<file path="config.mk">
export PLATFORM = sky130hd
export DESIGN_NAME = tl45_memory
export DESIGN_NICKNAME = d
export VERILOG_FILES = /design/src/rtl/tl45_memory.sv
export SDC_FILE = /design/constraint.sdc
export NUM_CORES = 1
export LEC_CHECK = 0
export BUFFER_PORTS_ARGS = -buffer_cell sky130_fd_sc_hd__clkbuf_2
export CELL_PAD_IN_SITES_DETAIL_PLACEMENT = 1
export CELL_PAD_IN_SITES_GLOBAL_PLACEMENT = 2
export CORE_MARGIN = 2
export CORE_UTILIZATION = 26
export CTS_CLUSTER_SIZE = 40
export DETAILED_ROUTE_END_ITERATION = 10
export PLACE_DENSITY = 0.84
export SYNTH_ARGS = -nofsm -noshare
export SYNTH_HDL_FRONTEND = slang
export SYNTH_SLANG_ARGS = --single-unit
</file>
<file path="constraint.sdc">
create_clock -name i_clk -period 2.2 [get_ports i_clk]
set_input_delay 0.11 -clock i_clk [delete_from_list [all_inputs] [get_ports i_clk]]
set_output_delay 0.11 -clock i_clk [all_outputs]
set_load 0.01 [all_outputs]
</file>
<file path="src/rtl/tl45_memory.sv">
`default_nettype none
// tl45_memory: TL45 memory-access stage. Passes ALU results through and runs
// aligned LW/SW as single Wishbone pipelined transactions, stalling upstream meanwhile.
module tl45_memory #(
  parameter int TIMEOUT = 255
) (
  input  logic        i_clk,
  input  logic        i_reset_n,
  input  logic        i_pipe_stall,
  input  logic        i_pipe_flush,
  output logic        o_pipe_stall,
  output logic        o_pipe_flush,
  input  logic [4:0]  i_opcode,
  input  logic [3:0]  i_dr,
  input  logic [31:0] i_value,
  input  logic [31:0] i_st_val,
  output logic [3:0]  o_of_reg,
  output logic [31:0] o_of_val,
  output logic [3:0]  o_dr,
  output logic [31:0] o_value,
  output logic        o_bus_err,
  output logic        o_wb_cyc,
  output logic        o_wb_stb,
  output logic        o_wb_we,
  output logic [29:0] o_wb_addr,
  output logic [31:0] o_wb_data,
  output logic [3:0]  o_wb_sel,
  input  logic        i_wb_ack,
  input  logic        i_wb_stall,
  input  logic        i_wb_err,
  input  logic [31:0] i_wb_data
);

  localparam logic [4:0] OP_LW       = 5'h14;
  localparam logic [4:0] OP_SW       = 5'h15;
  localparam logic [7:0] TIMEOUT_CNT = 8'(TIMEOUT);

  typedef enum logic [1:0] {
    IDLE = 2'd0,
    REQ  = 2'd1,
    ACK  = 2'd2,
    DONE = 2'd3
  } state_t;

  state_t      state;
  logic [31:0] rdata;
  logic [7:0]  tmo_cnt;
  logic        err;

  logic is_lw;
  logic is_sw;
  logic is_mem;
  logic misaligned;
  logic busy;

  assign is_lw      = (i_opcode == OP_LW);
  assign is_sw      = (i_opcode == OP_SW);
  assign is_mem     = is_lw | is_sw;
  assign misaligned = (i_value[1:0] != 2'b00);
  assign busy       = ((state == IDLE) && is_mem) || (state == REQ) || (state == ACK);

  assign o_pipe_stall = i_pipe_stall | busy;
  assign o_pipe_flush = i_pipe_flush;
  assign o_bus_err    = err;

  always_comb begin
    o_of_reg = 4'd0;
    o_of_val = 32'd0;
    case (state)
      IDLE: begin
        if (!is_mem) begin
          o_of_reg = i_dr;
          o_of_val = i_value;
        end
      end
      DONE: begin
        if (is_lw) begin
          o_of_reg = i_dr;
          o_of_val = rdata;
        end
      end
      default: begin
        o_of_reg = 4'd0;
        o_of_val = 32'd0;
      end
    endcase
  end

  always_ff @(posedge i_clk) begin
    // Reset and flush have identical effect; reset simply wins if both are present.
    if (!i_reset_n || i_pipe_flush) begin
      state     <= IDLE;
      o_wb_cyc  <= 1'b0;
      o_wb_stb  <= 1'b0;
      o_wb_we   <= 1'b0;
      o_wb_addr <= 30'd0;
      o_wb_data <= 32'd0;
      o_wb_sel  <= 4'd0;
      o_dr      <= 4'd0;
      o_value   <= 32'd0;
      rdata     <= 32'd0;
      tmo_cnt   <= 8'd0;
      err       <= 1'b0;
    end else begin
      err <= 1'b0;
      case (state)
        IDLE: begin
          if (!i_pipe_stall) begin
            if (is_mem) begin
              o_dr    <= 4'd0;
              o_value <= 32'd0;
              if (misaligned) begin
                rdata <= 32'd0;
                err   <= 1'b1;
                state <= DONE;
              end else begin
                o_wb_cyc  <= 1'b1;
                o_wb_stb  <= 1'b1;
                o_wb_we   <= is_sw;
                o_wb_addr <= i_value[31:2];
                o_wb_data <= i_st_val;
                o_wb_sel  <= 4'hF;
                state     <= REQ;
              end
            end else begin
              o_dr    <= i_dr;
              o_value <= i_value;
            end
          end
        end

        REQ: begin
          // Bubbles go downstream only when it is accepting them.
          if (!i_pipe_stall) begin
            o_dr    <= 4'd0;
            o_value <= 32'd0;
          end
          if (i_wb_err) begin
            o_wb_stb <= 1'b0;
            o_wb_cyc <= 1'b0;
            rdata    <= 32'd0;
            err      <= 1'b1;
            state    <= DONE;
          end else if (i_wb_ack) begin
            o_wb_stb <= 1'b0;
            o_wb_cyc <= 1'b0;
            rdata    <= i_wb_data;
            state    <= DONE;
          end else if (!i_wb_stall) begin
            o_wb_stb <= 1'b0;
            tmo_cnt  <= 8'd0;
            state    <= ACK;
          end
        end

        ACK: begin
          if (!i_pipe_stall) begin
            o_dr    <= 4'd0;
            o_value <= 32'd0;
          end
          if (i_wb_err || (!i_wb_ack && (tmo_cnt == TIMEOUT_CNT))) begin
            o_wb_cyc <= 1'b0;
            rdata    <= 32'd0;
            err      <= 1'b1;
            state    <= DONE;
          end else if (i_wb_ack) begin
            o_wb_cyc <= 1'b0;
            rdata    <= i_wb_data;
            state    <= DONE;
          end else begin
            tmo_cnt <= tmo_cnt + 8'd1;
          end
        end

        DONE: begin
          if (!i_pipe_stall) begin
            o_dr    <= is_lw ? i_dr : 4'd0;
            o_value <= is_lw ? rdata : 32'd0;
            state   <= IDLE;
          end
        end

        default: state <= IDLE;
      endcase
    end
  end

endmodule
`default_nettype wire

</file>
# [Yosys cells after proc, flatten, opt, wreduce, memory -nomap -nowiden]
# Index checks and enable logic that the tools add are counted.
[totals] ff_bits=145 latch_bits=0 ram_bits=0 rom_bits=0 output_inout_bits=144 elab_cells=111 memories=0
[op_classes] n_addsub=1 multipliers=0 div_mod_pow=0 magnitude_cmp=0 n_eq_ne=19 n_shift=0 mux=54 bitwise=4 n_reduce_logical=21
[op_table] op="$mux W32" count=11
[op_table] op="$pmux W32 S3" count=2
[op_table] op="$pmux W32 S2" count=1
[op_table] op="$mux W8" count=5
[op_table] op="$ne A2 B2 Y1 const B" count=11
[op_table] op="$mux W4" count=5
[op_table] op="$mux W2" count=9
[op_table] op="$pmux W8 S2" count=1
[op_table] op="$mux W1" count=14
[op_table] op="$pmux W4 S3" count=1
[op_table] op="$reduce_and A4 Y1" count=3
[op_table] op="$eq A5 B5 Y1 const B" count=2
[op_table] op="$reduce_and A5 Y1" count=2
[op_table] op="$add A8 B1 Y8 const B" count=1
[op_table] op="$eq A8 B8 Y1 const B" count=1
[op_table] op="$pmux W2 S4" count=1
[op_table] op="$pmux W4 S2" count=1
[op_table] op="$pmux W1 S3" count=2
[op_table] op="$reduce_and A6 Y1" count=1
[op_table] op="$reduce_bool A2 Y1" count=3
[op_table] op="$eq A2 B2 Y1 const B" count=2
[op_table] op="$logic_or A1 B1 Y1" count=4
[op_table] op="$ne A4 B4 Y1 const B" count=1
[op_table] op="$ne A3 B2 Y1 const B" count=1
[op_table] op="10 further kinds" count=14

# [Logic depth before layout (Yosys ltp)]
# Gate-level depths: netlist of run 1.
[logic_depth] ltp_word=6 depth_mapped=8 mapped_depth_nobuf=6

# [Least setup slack after synthesis of run 1]
# OpenSTA, ideal clock, no wires.
[synth_path] path_kind="reg2reg" from="register state[0]" to="register o_value[10]" setup_ps=65 arrival_time_ps=1893 required_ps=2135 setup_slack_ps=243 stages_incl_launch_ff=8 path_buffers=2 synth_period_minus_slack_ps=1957 path_cell_list="dfxtp_1 inv_1 ha_1 clkbuf_1 o31ai_1 clkbuf_1 o21ai_0 nor2_1"
[synth_between] elab_chain_cells=4 elab_cells_between_ends=10 classes_between="6 x eq/ne; 1 x mux; 3 x reduce/logical"
[synth_rtl] element="from (decl)" line_no="45" text="state_t state;"
[synth_rtl] element="from (signal assigned)" line_no="92" text="state <= IDLE;"
[synth_rtl] element="from (signal assigned)" line_no="115" text="state <= DONE;"
[synth_rtl] element="from (signal assigned)" line_no="123" text="state <= REQ;"
[synth_rtl] element="$eq A2 B1 Y1 or $eq A2 B2 Y1 (tied branches)" line_no="106" text="case (state)"
[synth_rtl] element="$reduce_or A2 Y1 (no line)"
[synth_rtl] element="$ne A2 B2 Y1 (no line)"
[synth_rtl] element="$reduce_and A3 Y1 (no line)"
[synth_rtl] element="to (signal assigned)" line_no="127" text="o_value <= i_value;"
[synth_rtl] element="to (signal assigned)" line_no="178" text="o_value <= is_lw ? rdata : 32'd0;"
[synth_rtl] element="to (decl)" line_no="20" text="output logic [31:0] o_value,"
# Several ways; a longest one is shown, not always the timed one.
# A chain may end at the register's enable or synchronous reset.

# [Final worst setup path of run 1]
[layout_path] from="register state[0]" to="output port o_of_val[24]"
[layout_between] elab_chain_cells=2 elab_cells_between_ends=3 classes_between="1 x eq/ne; 1 x mux; 1 x reduce/logical"
[layout_rtl] element="$eq A2 B2 Y1 or $logic_not A2 Y1 (tied branches)" line_no="69" text="case (state)"
[layout_rtl] element="$pmux W32 S2 *" line_no="69"
[layout_rtl] element="to (decl)" line_no="18" text="output logic [31:0] o_of_val,"
# Mark *: on every way between the ends. The rest lies on a longest branch, timed or not.

==> impl_results.md, run 1 <==
* Run status: finished, final reports clean
* Synth top area cells: dfxtp_1 (46%), nand2_1 (8.1%), a22oi_1 (7.5%)
* CP arrival at 1.97 ns
* Setup TNS at 0 ns
* Root buffer cell: clkbuf_16
* Critical Path Max Stage Delay at 0.39 ns
* Initial antenna violation count at 1
* P_leak at 0.00399 uW
* Final Hold Viols at 0
* Slew margin rel. at 62.7%
* Net Sw Frac at 26.7%
* Overall power at 6540 uW
* Via Count at ~7400
* Slowest cell on crit path: dfxtp_2
* Clk pin slew, worst setup/hold paths at ~0.060 ns
* Gate power share at 14.3%
* Asr flop ratio synth at 0%
* Vias in the first global route at between 7000 and 8000
* Syn Inst Count at 789
* Crit path cell chain: ha_4 -> inv_2 -> nor3_4 -> buf_6 -> buf_16 -> a22oi_1 -> nor2_1 -> clkbuf_2
* Fin crit period at 2.08 ns
* Die H at roughly 160 um
* Post-synth EDFFs at 0
* Largest net degree at the start of global routing at 49
* Fmax at 482 MHz
* Final net count at 1235
* Yosys top cell area share at 45.6%
* Synth Warn # at 0
* Worst Path Buf+Inv at 4
* Main synth FF type: dfxtp_1
* Initial Util at 26.3%
* GRT overflow at 0
* Min-Delay Startpoint: i_value[31]
* Hold Crit Class: in2reg
* WL final at 28.2 mm
* Starting DRT DRC Count at 363
* WS Path Type: reg2out
* Sequential power share at about two fifths
* Seq cells post-synth at around 150
* Worst-skew pair later-pin latency at 0.42 ns
* Seq/Total Area, Yosys at between 40% and 50%
* RSZ-0062 raised after global routing: false
* Post-route ant nets at 0
* Worst Skew at 0.00814 ns
* Clock share of power at around 45%
* PwrDens at 664 mW/mm^2
* Period utilization at 94.3%
* Die Footprint at approximately 0.026 mm^2
* Area Overhead vs Synth at 54.7%
* Layout cell share with drive strength beyond 1 at 30.2%
* First-pass GRT wire length at between 40 and 50 mm
* R2r startpoint: state[0]$_SDFFE_PP0P_
* Cell Int Power at 4800 uW
* RePlAce Congestion at approximately 0.8
* Clk buf depth at 2
* Critical Path Source: state[0]$_SDFFE_PP0P_
* Worst Setup End Kind: primary output
* Detailed Routing Iterations Pass 1 at 5
* Core Area at 0.0242 mm^2
* Tightest Pin Transition at 0.558 ns
* Syn Nets at 907
* Num rows at 57
* CTS tree: done
* Critical Path Fanout Max at 16
* Worst path required time at ~2.1 ns
* Cell variety after synth at 52
* Fill count at 2879
* Final HPWL DP at about 17 mm
* Post-Syn Area per Cell at a little over 8 um^2
* Cts bufs inserted at 17
* Sw power at approximately 1700 uW
* Final Slew Violations at 0
* Sink Count at 145
* Synth Cell Area at 0.00636 mm^2
* Die X at about 160 um
* Critical Path Start Type: flip-flop
* H-tree depth at 4
* Wire per inst at 19.4 um
* Delay-heaviest family, CP: buffers and inverters
* Peak supply drop at 352 uV
* Post-route DRC at 0
* Leading area contributor after synthesis: dfxtp_1
* Top Ports at 256
* GRT Resource Usage Total at 21.6%
* Final setup violation count at 0
* Routed vias/inst at between 5 and 6
* PortBufs at roughly 260
* Max cap viols at 0
==> area by class of cell <==
| type | count | area (um^2) | area share, % |
|---|---|---|---|
| Timing Repair Buffer | 385 | 2720 | 27.6 |
| Tap cell | 324 | 405 | 4.12 |
| Sequential cell | 145 | 2910 | 29.5 |
| Antenna cell | 1 | 2.50 | 0.0254 |
| Multi-Input combinational cell | 560 | 3200 | 32.5 |
| Inverter | 8 | 30.0 | 0.305 |
| Clock inverter | 12 | 134 | 1.36 |
| Clock buffer | 20 | 447 | 4.54 |
==> cell families after synthesis <==
kind of cell    Yosys count  share of synthesized area, %
fa+ha+maj                 6                          1.18
simple gates            282                          19.7
mux                       5                         0.786
compound gates          267                          27.0
buf+inv                  84                          5.72
flops                   145                          45.6
==> what timing repair did <==
item	in CTS	in global routing
pin swaps	2	2
endpoints found under the hold margin	108	0
cloned	3	0
gates resized for setup	7	7
endpoints found under the setup margin	36	25
hold buffers	97	0
setup buffers	1	4
==> power groups by stage <==
stage	clock network [uW]	registers, uW	logic [uW]
2_1_floorplan	0	2760	341
3_3_place_gp	0	2750	748
4_1_cts	2990	2690	931
6_report	2920	2690	936
5_1_grt	3100	2690	1010
3_5_place_dp	0	2750	755
==> cell usage in the layout (no fill, tap or decap), types with 17 or more instances in the layout <==
| master | synthesis | layout |
|---|---|---|
| clkbuf_16 | 0 | 17 |
| a221oi_1 | 33 | 33 |
| clkbuf_2 | 0 | 255 |
| a22oi_1 | 64 | 63 |
| dlygate4sd3_1 | 0 | 97 |
| buf_4 | 4 | 17 |
| nand2_1 | 137 | 137 |
| o21ai_0 | 68 | 68 |
| a21oi_1 | 71 | 71 |
| nor2_1 | 72 | 72 |
| dfxtp_1 | 145 | 143 |
| nand3_1 | 36 | 36 |
==> worst reg2reg max path, delay by kind of cell, from the launching register on <==
kind	cells	cell delay [ns]
multiplexers	1	0.21
flip-flops	1	0.35
AO/OA/AOI/OAI	1	0.24
buffers and inverters	2	0.34
adder cells (fa/ha/maj)	1	0.24
AND/OR/NAND/NOR	2	0.56
==> per-stage QoR <==
stage	cells	worst slack [ns]	utilization, %	instance area [um^2]	hold slack [ns]
2_1_floorplan	789	0.243	-	6360	0.246
3_3_place_gp	1317	0.310	33.5	8090	0.335
3_5_place_dp	1317	0.211	33.5	8090	0.341
4_1_cts	1450	0.00411	40.4	9760	0.000884
5_1_grt	1455	0.00567	40.7	9840	0.0364
6_report	1455	0.125	40.7	9840	0.0260
==> cells in the mapped netlist (3+ instances only) <==
cell      count
dfxtp_1     145
nand2_1     137
clkbuf_1     54
buf_4         4
mux2i_1       5
ha_1          6
nand2b_1      4
nand3_1      36
o211ai_1      6
buf_2        15
a22oi_1      64
nand4_1       5
and2_1        6
o31ai_1       4
inv_1         8
nor3_1        6
nor2_1       72
o21ai_0      68
a21oi_1      71
or4_1         3
a221oi_1     33
==> flip-flops by register name (all words and copies together) (netlist names) <==
name / flops
o_wb_sel: 1
o_wb_cyc: 1
o_dr: 4
rdata: 32
o_wb_stb: 1
o_wb_data: 32
o_value: 32
o_wb_we: 1
state: 2
o_wb_addr: 30
tmo_cnt: 8
o_bus_err: 1
==> per-layer routing <==
metal  share of wire [%]  global-route usage [%]  up-vias  wire length, um
met3                 5.6                    4.57       28             1570
met4                 1.5                    6.02        0              422
met1                  44                    26.8     3642            12300
li1                    -                       -     3485                -
met2                  49                    37.9      241            13900
met5                   0                       0        -                0
==> worst paths after layout <==
check / end / slack (ns) / cells after the start
worst max-delay path: o_of_val[24] / 0.12 / 8
worst min-delay path: o_wb_addr[29]$_SDFFE_PP0P_ / 0.03 / 3
worst max register to register: tmo_cnt[5]$_SDFFE_PP0P_ / 0.20 / 7
worst min register to register: o_wb_addr[23]$_SDFFE_PP0P_ / 0.45 / 2
(Power assumes the default switching activity.)
==> run 2: changes to the inputs <==
--- a/config.mk
+++ b/config.mk
@@ -12,7 +12,7 @@
 export CORE_UTILIZATION = 26
 export CTS_CLUSTER_SIZE = 40
 export DETAILED_ROUTE_END_ITERATION = 10
-export PLACE_DENSITY = 0.84
+export PLACE_DENSITY_LB_ADDON = 0.1
 export SYNTH_ARGS = -nofsm -noshare
 export SYNTH_HDL_FRONTEND = slang
 export SYNTH_SLANG_ARGS = --single-unit
==> impl_results.md, run 2 (synthesized netlist as in run 1, its figures left out) <==
* Run status: finished, final reports clean
* Via Count at 7275 (-1.6%)
* Max cap viols at 0 (unchanged)
* Die H at 160 um (unchanged)
* GRT overflow at 0 (unchanged)
* CTS tree: done
* Critical Path Start Type: flip-flop
* FF+latch area at 0.00291 mm^2 (about the same)
* Area of the multi-input gates at 0.00320 mm^2 (+0.16%)
* WL final at 28.1 mm (-0.33%)
* Num rows at 57 (unchanged)
* Final setup violation count at 0 (unchanged)
* Tightest Pin Transition at 1.15 ns (+0.588 ns)
* PwrDens at 685 mW/mm^2 (+3.0%)
* PortBufs at 255 (unchanged)
* Peak supply drop at 409 uV (+16%)
* Worst Setup End Kind: primary output
* Initial Util at 26.3% (unchanged)
* H-tree depth at 4 (unchanged)
* Largest registers: o_value x32, o_wb_data x32, rdata x32
* Wire per inst at 19.2 um (-0.68%)
* Antenna diodes at 0 (-1)
* Final HPWL DP at 17.9 mm (+4.2%)
* GRT Resource Usage Total at 21.5% (-0.16 points)
* Clk pin slew, worst setup/hold paths at 0.07 ns (about the same)
* Area Overhead vs Synth at 55.4%
* Slew margin rel. at 23.4% (-39 points)
* Cts bufs inserted at 17 (unchanged)
* P_leak at 0.00401 uW (+0.42%)
* Period utilization at 95.6% (+1.2 points)
* Worst-skew pair later-pin latency at 0.44 ns (+0.02 ns)
* CP arrival at 1.99 ns (+0.02 ns)
* RePlAce Congestion at 0.741 (-7.1%)
* Layout cell share with drive strength beyond 1 at 30.6% (+0.46 points)
* Most frequent cells in the layout: clkbuf_2 (254), dfxtp_1 (143), nand2_1 (137)
* Routed vias/inst at 4.98 (-2.0%)
* Worst path required time at 2.09 ns (about the same)
* Critical Path Fanout Max at 10 (-6)
* Sink Count at 145 (unchanged)
* Final net count at 1241 (+0.49%)
* Fmax at 476 MHz (-1.3%)
* RSZ-0062 raised after global routing: true
* Top Ports at 256 (unchanged)
* Post-route ant nets at 0 (unchanged)
* Starting DRT DRC Count at 391 (+7.7%)
* Die Footprint at 0.0257 mm^2 (unchanged)
* Overall power at 6770 uW (+3.5%)
* Setup TNS at 0 ns (unchanged)
* Vias in the first global route at 7377 (-4.4%)
* Core Area at 0.0242 mm^2 (unchanged)
* Fin crit period at 2.10 ns (+0.0271 ns)
* Initial antenna violation count at 0 (-1)
* Worst Skew at 0.0159 ns (+0.00771 ns)
* Die X at 160 um (unchanged)
* Post-route DRC at 0 (unchanged)
* Final Hold Viols at 0 (unchanged)
* Final Slew Violations at 0 (unchanged)
* Most common cell after layout, fill and taps aside: clkbuf_2
* Root buffer cell: clkbuf_16
* Clk buf depth at 2 (unchanged)
* Largest net degree at the start of global routing at 50 (+2.0%)
* First-pass GRT wire length at 43.5 mm (-1.3%)
* Final core utilization at 40.9% (+0.18 points)
* Fill count at 2895 (+0.56%)
* Detailed Routing Iterations Pass 1 at 4 (-1)
* WS Path Type: reg2out
* Hold Crit Class: in2reg
[run 2: critical path, stage by stage (launching register included)]
cell and delay [ns]:
dfxtp_4 0.37, inv_1 0.13, ha_4 0.21, and2_4 0.21
buf_6 0.16, o21a_2 0.21, and2_1 0.13, clkbuf_2 0.15
[run 2: through the flow]
step                      setup WS [ns]  instance area [um^2]  instances  hold WS [ns]
after floorplan                   0.243                  6360        789         0.246
after global placement           0.0532                  8070       1318         0.340
after detailed placement        0.00703                  8070       1318         0.343
after CTS                       0.00915                  9860       1459       0.00992
after global routing            -0.0728                  9890       1460        0.0404
final                            0.0977                  9890       1460        0.0166
[run 2: path summary, 6_finish.rpt]
kind,start,end,slack (ns),cells past startpoint
setup / recovery,state[1]$_SDFFE_PP0P_,o_of_reg[3],0.1,7
hold / removal,i_value[0],o_value[0]$_SDFFE_PP0P_,0.02,3
setup reg to reg,state[1]$_SDFFE_PP0P_,o_value[3]$_SDFFE_PP0P_,0.14,6
hold reg to reg,o_wb_data[12]$_SDFFE_PP0P_,o_wb_data[12]$_SDFFE_PP0P_,0.45,2
[run 2: final cells by class]
class / instances / area share (%)
clock inverters: 14 / 2.00
flip-flops and latches: 145 / 29.4
inverters: 8 / 0.342
multi-input cells: 560 / 32.4
clock buffers: 18 / 4.34
repair buffers: 391 / 27.4
well taps: 324 / 4.10
[run 2: what timing repair did]
action / 4_1_cts / 5_1_grt
setup endpoints to repair: 39 / 54
hold buffers: 98 / 0
pin swaps: 3 / 10
hold endpoints to repair: 117 / 0
cloned: 2 / 1
buffers inserted: 9 / 1
gates resized for setup: 14 / 7
[run 2: per-layer routing]
layer | vias up | part of all wire (%) | wire length (um) | global-route usage, %
met5 | - | 0 | 0 | 0
met3 | 25 | 4.9 | 1360 | 4.16
met2 | 203 | 48 | 13400 | 35.8
li1 | 3500 | - | - | -
met4 | 0 | 1.3 | 371 | 5.32
met1 | 3547 | 46 | 13000 | 28.6
[run 2: power breakdown]
group,switching [uW],internal (uW)
Sequential,24.5,2660
Clock,1330,1830
Combinational,503,415
Total,1860,4910
==> run 3: changes to the inputs <==
--- a/config.mk
+++ b/config.mk
@@ -8,7 +8,6 @@
 export BUFFER_PORTS_ARGS = -buffer_cell sky130_fd_sc_hd__clkbuf_2
 export CELL_PAD_IN_SITES_DETAIL_PLACEMENT = 1
 export CELL_PAD_IN_SITES_GLOBAL_PLACEMENT = 2
-export CORE_MARGIN = 2
 export CORE_UTILIZATION = 26
 export CTS_CLUSTER_SIZE = 40
 export DETAILED_ROUTE_END_ITERATION = 10
==> constraint.sdc (replaced) <==
create_clock -name i_clk -period 1.94 [get_ports i_clk]
set_input_delay 0.097 -clock i_clk [delete_from_list [all_inputs] [get_ports i_clk]]
set_output_delay 0.097 -clock i_clk [all_outputs]
set_load 0.01 [all_outputs]
==> impl_results.md, run 3 (synthesized netlist as in run 1, its figures left out) <==
* Detailed Routing Iterations Pass 1 at 5 (+1)
* Final setup violation count at 4 (+4)
* Die X at 158 um (-1.2%)
* Largest registers: o_value x32, o_wb_data x32, rdata x32
* Tightest Pin Transition at 0.565 ns (-0.581 ns)
* Placed cells at 1336 (+1.4%)
* Period utilization at 101%
* Final cell count without fillers at 1483 (+1.6%)
* Cts bufs inserted at 17 (unchanged)
* Critical Path Start Type: flip-flop
* Root buffer cell: clkbuf_16
* Peak supply drop at 390 uV (-4.6%)
* Largest net degree at the start of global routing at 56 (+12%)
* Slew margin rel. at 62.3% (+39 points)
* PortBufs at 255 (unchanged)
* GRT Resource Usage Total at 21.8% (+0.36 points)
* Hold Crit Class: in2reg
* Post-route DRC at 0 (unchanged)
* GRT overflow at 0 (unchanged)
* Run status: complete, but fails checks
* Post-route ant nets at 0 (unchanged)
* Critical Path Fanout Max at 7 (-3)
* Final HPWL DP at 18.5 mm (+3.2%)
* Routed vias/inst at 4.93 (-0.98%)
* Initial Util at 26.8% (+0.47 points)
* Die H at 158 um (-1.2%)
* Worst path required time at 1.84 ns (-0.25 ns)
* Worst Setup End Kind: primary output
* Most frequent cells in the layout: clkbuf_2 (228), dfxtp_1 (143), nand2_1 (137)
* Clk pin slew, worst setup/hold paths at 0.07 ns (about the same)
* First-pass GRT wire length at 41.9 mm (-3.6%)
* Final Worst Setup Slack at -0.0187 ns (-0.116 ns)
* H-tree depth at 4 (unchanged)
* Final Slew Violations at 0 (unchanged)
* Num rows at 56 (-1.8%)
* PwrDens at 721 mW/mm^2 (+5.4%)
* Sink Count at 145 (unchanged)
* WS Path Type: reg2out
* Failing checks: negative setup slack
* Top Ports at 256 (unchanged)
* Core Area at 0.0238 mm^2 (-1.8%)
* Initial antenna violation count at 1 (+1)
* Wire per inst at 18.6 um (-3.4%)
* Fin crit period at slightly below 2 ns
* P_leak at 0.00415 uW (+3.7%)
* Setup TNS at -0.0476 ns (-0.0476 ns)
* RSZ-0062 raised after global routing: true
* Worst Skew at 0.0109 ns (-0.00494 ns)
* CP arrival at 1.86 ns (-0.13 ns)
* Via Count at 7317 (+0.58%)
* Die Footprint at 0.0251 mm^2 (-2.5%)
* CTS tree: done
* Fmax at just over 500 MHz
* Clk buf depth at 2 (unchanged)
* Vias in the first global route at 7311 (-0.89%)
* Most common cell after layout, fill and taps aside: clkbuf_2
* Final net count at 1268 (+2.2%)
* Starting DRT DRC Count at 379 (-3.1%)
* Area Overhead vs Synth at 60.2%
* RePlAce Congestion at 0.793 (+7.0%)
* Layout cell share with drive strength beyond 1 at 34.0% (+3.4 points)
* WL final at 27.5 mm (-1.9%)
* Final Hold Viols at 0 (unchanged)
* Hold WS at 0.0183 ns (+0.00176 ns)
* Max cap viols at 0 (unchanged)
* Fill count at 2862 (-1.1%)
* Worst-skew pair later-pin latency at 0.43 ns (about the same)
## run 3: cell count changes in the layout (fill, tap and decap cells not counted), moves of 3 or more
cell       before  now
clkbuf_2      254  228
buf_2           1   26
buf_4          23   46
a22oi_1        64   45
a22oi_2         0   19
inv_6           3    7
bufinv_16       3    0
## run 3: worst paths after layout
path	from	cells after the start	slack [ns]	to
min reg2reg	o_wb_data[5]$_SDFFE_PP0P_	2	0.45	o_wb_data[5]$_SDFFE_PP0P_
max	state[1]$_SDFFE_PP0P_	8	-0.02	o_of_val[11]
max reg2reg	state[1]$_SDFFE_PP0P_	9	0.09	o_dr[3]$_SDFFE_PP0P_
min	i_value[1]	3	0.02	o_value[1]$_SDFFE_PP0P_
## run 3: stage by stage
stage | util, % | setup WS (ns) | power, uW | cell area, um^2
global route | 42.9 | -0.0781 | 7690 | 10200
global placement | 34.7 | 0.0106 | 3990 | 8240
CTS | 41.9 | -0.0444 | 7420 | 9960
floorplan | - | 0.0518 | 3520 | 6370
detailed placement | 34.7 | -0.0373 | 3990 | 8240
finish | 42.9 | -0.0187 | 7350 | 10200
## run 3: layout make-up
class | count | area (um^2) | share of cell area (%)
Clock buffer | 18 | 439 | 4.31
Tap cell | 319 | 399 | 3.92
Multi-Input combinational cell | 560 | 3300 | 32.4
Inverter | 8 | 40.0 | 0.393
Antenna cell | 1 | 2.50 | 0.0245
Sequential cell | 145 | 2910 | 28.6
Clock inverter | 14 | 119 | 1.17
Timing Repair Buffer | 418 | 2980 | 29.3
## run 3: report_power, final
group	total (uW)	switching (uW)	internal (uW)
Clock	3190	1490	1710
Sequential	3050	27.7	3020
Combinational	1110	584	531
## run 3: critical path, stage by stage, from the launching register on
cell and delay [ns]:
dfxtp_4 0.39, ha_4 0.17, inv_6 0.04, nor3_4 0.13
buf_6 0.20, buf_4 0.13, a22oi_1 0.05, nor2_1 0.16
buf_2 0.17
## run 3: layer usage
layer  up-vias  share of wire (%)  GRT usage [%]  wire (um)
met1      3523                 44           28.1      12100
met5         -                  0              0          0
li1       3560                  -              -          -
met4         0                1.4           5.54        389
met2       208                 49           36.8      13400
met3        26                5.9           4.68       1620
## run 3: what timing repair did
item | 4_1_cts | 5_1_grt
pin swaps | 5 | 8
hold buffers | 99 | 0
buffers inserted | 6 | 5
setup endpoints to repair | 66 | 59
hold endpoints to repair | 121 | 0
resized for setup | 23 | 60
gates cloned | 2 | 3
